### src/rtl/lc3b_pkg.sv
// Shared LC-3b datapath constants and the writeback round-robin pointer encoding.
package lc3b_pkg;

  localparam int DATA_W = 16;
  localparam int NREG   = 8;
  localparam int RIDX_W = 3;

  // Requester slots on the 2-way writeback arbiter.
  localparam int REQ_ALU = 0;
  localparam int REQ_MEM = 1;

  // Round-robin pointer: names the requester that wins when both request.
  typedef enum logic {
    PTR_ALU = 1'b0,
    PTR_MEM = 1'b1
  } ptr_e;

endpackage

### src/rtl/rr_arb2.sv
// Two-way round-robin grant logic: a lone requester always wins, and on a tie
// the requester named by the pointer wins. Purely combinational.
module rr_arb2
  import lc3b_pkg::*;
(
  input  logic [1:0] req,
  input  ptr_e       ptr,
  output logic [1:0] gnt
);

  // One-hot (or zero) grant from requests and the tie-break pointer.
  always_comb begin
    // NOTE: every always_comb output gets a default first so no path leaves it unassigned (no latch).
    gnt = 2'b00;
    if (req[REQ_ALU] && (!req[REQ_MEM] || ptr == PTR_ALU)) begin
      gnt[REQ_ALU] = 1'b1;
    end else if (req[REQ_MEM]) begin
      gnt[REQ_MEM] = 1'b1;
    end
  end

endmodule

### src/rtl/wb_arbiter.sv
// Writeback arbiter between the ALU and memory-load paths, feeding one
// registered register-file write port, plus the register busy scoreboard
// used by issue to reserve destinations and check sources.
module wb_arbiter #(
  parameter int DATA_W = lc3b_pkg::DATA_W,
  parameter int NREG   = lc3b_pkg::NREG
) (
  input  logic                          clk,
  input  logic                          rst,
  input  logic                          alu_valid,
  output logic                          alu_ready,
  input  logic [lc3b_pkg::RIDX_W-1:0]   alu_dr,
  input  logic [DATA_W-1:0]             alu_data,
  input  logic                          mem_valid,
  output logic                          mem_ready,
  input  logic [lc3b_pkg::RIDX_W-1:0]   mem_dr,
  input  logic [DATA_W-1:0]             mem_data,
  input  logic                          wb_hold,
  input  logic                          rsv_valid,
  output logic                          rsv_ready,
  input  logic [lc3b_pkg::RIDX_W-1:0]   rsv_dr,
  input  logic [lc3b_pkg::RIDX_W-1:0]   sr1,
  input  logic [lc3b_pkg::RIDX_W-1:0]   sr2,
  output logic                          sr1_busy,
  output logic                          sr2_busy,
  output logic [NREG-1:0]               busy,
  output logic                          ld_reg,
  output logic [lc3b_pkg::RIDX_W-1:0]   dr,
  output logic [DATA_W-1:0]             data
);

  import lc3b_pkg::*;

  logic [1:0]        req;
  logic [1:0]        gnt;
  ptr_e              ptr_q;
  ptr_e              ptr_d;
  logic              rsv_fire;
  logic [RIDX_W-1:0] wr_dr;
  logic [DATA_W-1:0] wr_data;
  logic [NREG-1:0]   busy_d;

  // Hold and reset mask requests, so no handshake can complete in those cycles.
  assign req = (rst || wb_hold) ? 2'b00 : {mem_valid, alu_valid};

  rr_arb2 u_rr_arb2 (
    .req (req),
    .ptr (ptr_q),
    .gnt (gnt)
  );

  assign alu_ready = gnt[REQ_ALU];
  assign mem_ready = gnt[REQ_MEM];

  // Reservation is refused for an already-busy register and during reset.
  assign rsv_ready = !rst && !busy[rsv_dr];
  assign rsv_fire  = rsv_valid && rsv_ready;

  assign sr1_busy = busy[sr1];
  assign sr2_busy = busy[sr2];

  // Select the granted writeback and move the pointer to the loser.
  always_comb begin
    ptr_d   = ptr_q;
    wr_dr   = alu_dr;
    wr_data = alu_data;
    if (gnt[REQ_ALU]) begin
      ptr_d = PTR_MEM;
    end else if (gnt[REQ_MEM]) begin
      ptr_d   = PTR_ALU;
      wr_dr   = mem_dr;
      wr_data = mem_data;
    end
  end

  // Scoreboard update: the committing write clears, a reservation sets; set is applied last so it wins.
  always_comb begin
    busy_d = busy;
    if (ld_reg) begin
      busy_d[dr] = 1'b0;
    end
    if (rsv_fire) begin
      busy_d[rsv_dr] = 1'b1;
    end
  end

  // State registers: write port, scoreboard and round-robin pointer.
  always_ff @(posedge clk) begin
    // NOTE: sequential state uses non-blocking assignments so every register samples pre-edge values.
    if (rst) begin
      ld_reg <= 1'b0;
      dr     <= '0;
      data   <= '0;
      busy   <= '0;
      ptr_q  <= PTR_ALU;
    end else begin
      ld_reg <= |gnt;
      busy   <= busy_d;
      ptr_q  <= ptr_d;
      if (|gnt) begin
        dr   <= wr_dr;
        data <= wr_data;
      end
    end
  end

endmodule

### config.mk
export PLATFORM = sky130hd
export DESIGN_NAME = wb_arbiter
export DESIGN_NICKNAME = d
export VERILOG_FILES = /design/src/rtl/lc3b_pkg.sv /design/src/rtl/rr_arb2.sv /design/src/rtl/wb_arbiter.sv
export SDC_FILE = /design/constraint.sdc
export NUM_CORES = 1
export LEC_CHECK = 0
export ABC_AREA = 1
export CORE_ASPECT_RATIO = 0.6
export CORE_MARGIN = 5
export CORE_UTILIZATION = 35
export DETAILED_ROUTE_END_ITERATION = 10
export GPL_ROUTABILITY_DRIVEN = 0
export HOLD_SLACK_MARGIN = 0.05
export PLACE_DENSITY_LB_ADDON = 0.25
export SETUP_SLACK_MARGIN = 0.3
export SYNTH_ARGS = -nofsm -noshare
export SYNTH_HDL_FRONTEND = slang
export SYNTH_SLANG_ARGS = --single-unit
### constraint.sdc
create_clock -name clk -period 1.1 [get_ports clk]
set_clock_uncertainty 0.15 [all_clocks]
set_input_delay 0.22 -clock clk [delete_from_list [all_inputs] [get_ports clk]]
set_output_delay 0.22 -clock clk [all_outputs]
set_load 0.01 [all_outputs]
* After elaboration in Yosys (flattened, before gate mapping) *
Cells that the tools add are included.

cells by class
  $add $sub $neg = 0
  multiply operators = 0
  div/mod/pow operators = 0
  magnitude comparators = 6
  equal/unequal tests = 0
  shift-type cells = 0
  multiplexer cells = 22
  bitwise operators = 4
  reduce and logical (&&, ||, !) cells = 12

operator list
  kind                count
  $mux 16             2
  $lt 3x4->1 const B  4
  $mux 8              2
  $mux 1              10
  $bmux 1 s3          3
  $and 8x8->8         1
  $not 8->8           1
  $or 8x8->8          1
  $demux 1 s3         2
  $ge 3x1->1 const B  2
  $mux 3              2
  $logic_and 1x1->1   5
  $logic_not 1->1     3
  $logic_or 1x1->1    2
  $mux 2              1
  $reduce_bool 2->1   1
  $reduce_or 2->1     1
  $not 1->1           1

word-level totals
  register bits = 29
  bits in latches = 0
  RAM bits = 0
  memory bits (read-only) = 0
  bits of input ports = 53
  output and inout port bits = 33
  memories kept = 0

* Depth between registers and ports, before layout *
  depth after elaboration = 9
  mapped depth = 8

* Modules after synthesis *
Synthesis repeated with hierarchy kept, for this count alone.

second synthesis, totals
  cell total of the unflattened synthesis = 223
  area total of the unflattened synthesis = 1536.5 µm²

modules (own cells, without submodules)
  module      times used  cells an instance  area an instance (µm²)  sequential area each (µm²)
  wb_arbiter  1           219                1508.9                  580.6
  rr_arb2     1           4                  27.5                    0.0

* Worst setup path after synthesis *
No wires, ideal clock.

  path type = input to output
  from = input port rst
  to = output port rsv_ready
  arrival time = 0.997 ns
  data required time = 0.730 ns
  slack = -0.267 ns
  stages = 4
  cells stage by stage = buf_2 -> clkinv_2 -> nand2_4 -> nor4_1

on the way
  word-level cells in the longest chain between the ends = 2

ends and longest elaborated chain
  element            RTL line          RTL
  from (decl)        wb_arbiter.sv:9   input logic rst,
  $logic_not 1->1    wb_arbiter.sv:56  assign rsv_ready = !rst && !busy[rsv_dr];
  $logic_and 1x1->1  wb_arbiter.sv:56
  to (decl)          wb_arbiter.sv:20  output logic rsv_ready,

Every way passes these cells.

* Final worst setup path *
  from = register busy[1]
  to = output port sr1_busy

on the way
  word-level cells in the longest chain between the ends = 2

ends and longest elaborated chain
  element                       RTL line          RTL
  from (decl)                   wb_arbiter.sv:26  output logic [NREG-1:0] busy,
  from (signal assigned)        wb_arbiter.sv:98  busy <= busy_d;
  $bmux 1 s3                    wb_arbiter.sv:59  assign sr1_busy = busy[sr1];
  $mux 1 (implied by the code)  wb_arbiter.sv:59
  to (decl)                     wb_arbiter.sv:24  output logic sr1_busy,

Every way passes these cells. The select of a mux whose other input is x is not followed.

==> flow_summary_export.csv <==
group,metric,value,unit
routing,ant_nets,0,
status,violations,"negative setup slack",
sta,min_period,1690,ps
synthesis,yosys.area.top_type,"dfxtp_1",
finish,mostFrequentLayoutCells,"buf_6 (51), nand2_1 (48), buf_4 (42)",
cts,cts_root_buffer,"clkbuf_8",
sta,finalHoldViolations,0,
routing,drtIter0Drc,124,
worst_setup_path,path_cells,"inv_4, a21oi_2, o21ai_1, o21ai_1, nor2_1, a31oi_2, buf_2",
worst_setup_path,critPathKind,"flip-flop to output pin",
sta,setup_ws,-588,ps
grt,grt_pass1_wl,10.1,mm
sta,fin_crit_sh,1.53,
finish,largestRegisters,"data (16), busy (8), dr (3)",
synthesis,yosysWarnings,0,
cts,cts.sinks,29,
finish,regMostFlops,"data",
worst_setup_path,path_buf_inv,2,
die,die-area,5910,sq um
sta,tns,-14230,ps
worst_setup_path,slowest_stage,"dfxtp_4",
finish,final_common_cell,"buf_6",
synthesis,syn_area_per_cell,7.12,sq um
cts,clkTransAtPathRegs,60,ps
synthesis,synth_cells,218,
pwr,p_leak,1.56,nW
finish,layout-drive-gt1-share,0.560,
die,num_rows,18,
routing,drc,0,
die,die_w,96.0,microns
placement,portBuffers,85,
sta,whs,338,ps
routing,drt_wl_total,7.30,mm
sta,setup_violations,43,
grt,grt_pass1_vias,2106,
worst_setup_path,worst_r2r_startpoint,"busy[4]",
synthesis,yosys-top-cells-area,"dfxtp_1 (37%), nand2_1 (13%), nand3_1 (10%), o21ai_0 (5.2%), nand4_1 (4.4%)",
finish,antenna_cells,0,
synthesis,synth_top_area_frac,0.374,
finish,largest_reg_flops,16,
routing,vias,2172,
sta,drv_slew,0,
routing,drt-vias-per-instance,5.07,
synthesis,syn_area,1550,sq um
worst_setup_path,r2r_end,"busy[3]",
finish,area_delta_synth_final,127,%
cts,cts_buffers,5,
finish,nets,420,
grt,overflow,0,
synthesis,ys_ff_latch,29,
worst_setup_path,cpPeakStageDelay,380,ps
grt,gr-usage-all-layers,0.226,
sta,worst_pin_slew,402,ps
worst_setup_path,cp.required,730,ps
die,start_util,0.371,
pwr,vdd_drop_max,0.000781,V
placement,dpl.hpwl,4.43,mm
cts,clock_latency,280,ps
worst_setup_path,crit_fanout,3,
worst_hold_path,hp-class,"flip-flop to flip-flop",
finish,seq_area,629,sq um
cts,cts_tree,"done",
worst_setup_path,cp_num_cells,7,
worst_setup_path,cp-startpoint,"busy[1]",
grt,grt_max_degree,20,
finish,final_util,0.840,
synthesis,ys_seq_area_frac,0.374,
pwr,power,3.19,mW
cts,hold_buffers,0,
die,die_h,61.6,microns
routing,drt-pass1-iter-count,5,
placement,pre_cts_slack,-1160,ps
synthesis,synth_fp_nets,271,
pwr,powerDensity,908,nW/um^2
grt,antenna_found_initial,0,
worst_setup_path,startpoint_type,"flip-flop",
run,drv_cap,0,
worst_setup_path,cp_data_arrival_time,1320,ps
die,coreArea,4190,sq um
worst_setup_path,cp_common_cell,"o21ai_1",
worst_setup_path,reg2regPathDepth,9,
sta,rsz0062_at_grt,"yes",
die,io_pins,86,
routing,wire_per_inst,17.1,microns
status,outcome,"finished with violations",
worst_setup_path,ff2ff_setup_slack,-470,ps
finish,multi_input_area,1120,sq um
worst_setup_path,critPathTopFamily,"compound AO/OA/AOI/OAI gates",
finish,nFillCells,260,
synthesis,synthDistinctLibCells,25,
sta,fmax,592,MHz
sta,maxSlewHeadroom,0.732,
worst_setup_path,endpoint,"sr1_busy",
cts,htree_num_levels,2,
worst_setup_path,endpoint_kind,"output pin",
cts,clk_path_buf_depth,2,
[cells in the mapped netlist (all sizes together)]
master  instances
o21ai          16
a31oi           2
dfxtp          29
inv            15
buf            12
nand3          35
a21oi          13
nor4            1
clkinv          1
and3            1
nor3            4
o211ai          5
nand4          11
nor2           16
nand2          57
[metrics by stage]
step / instances / cell area [sq um]
4_1_cts: 415 / 3260
3_5_place_dp: 385 / 2710
2_1_floorplan: 218 / 1650
5_1_grt: 428 / 3520
6_report: 428 / 3520
3_3_place_gp: 385 / 2710
[repair_timing]
action / CTS / global route
pin swaps: 25 / 16
resized for setup: 260 / 29
setup buffers: 21 / 12
setup endpoints to repair: 62 / 62
cloned: 1 / 1
[layer usage]
metal | vias up | global-route usage | share of wire
met4 | 0 | 0.0385 | 0.012
met2 | 87 | 0.381 | 0.50
met5 | - | 0 | 0
met1 | 1031 | 0.288 | 0.42
li1 | 1044 | - | -
met3 | 10 | 0.0757 | 0.071
[worst min-delay path, cell delays in order, from the launching register on]
cell	delay (ps)
dfxtp_2	330
nand3_2	70
nand3_2	50
[how the worst min path moves through the flow]
stage          depth (start not counted)  slack [ps]         from      end
2_1_floorplan                          2         180  mem_data[0]  data[0]
3_3_place_gp                           2         310        ptr_q    ptr_q
3_5_place_dp                           2         320        ptr_q    ptr_q
4_1_cts                                3         290          rst  busy[1]
5_1_grt                                3         350  mem_data[3]  data[3]
6_report                               2         340      data[7]  data[7]
[cell type report]
| cell class | instances | area share |
|---|---|---|
| Multi-Input combinational cell | 162 | 0.319 |
| Timing Repair Buffer | 153 | 0.430 |
| Inverter | 16 | 0.0221 |
| Clock inverter | 1 | 0.00142 |
| Clock buffer | 7 | 0.0274 |
| Tap cell | 60 | 0.0213 |
| Sequential cell | 29 | 0.179 |
[power breakdown]
| group | internal (mW) | leakage [nW] | total (mW) | switching, mW |
|---|---|---|---|---|
| registers | 1.13 | 0.251 | 1.19 | 0.0632 |
| logic | 0.594 | 1.25 | 1.03 | 0.439 |
| clock network | 0.565 | 0.0542 | 0.969 | 0.404 |
[logic make-up after synthesis]
family | synth area share
simple gates | 0.397
buf+inv | 0.103
flops | 0.374
compound gates | 0.126
No activity file was read; power rests on OpenSTA's default activity.
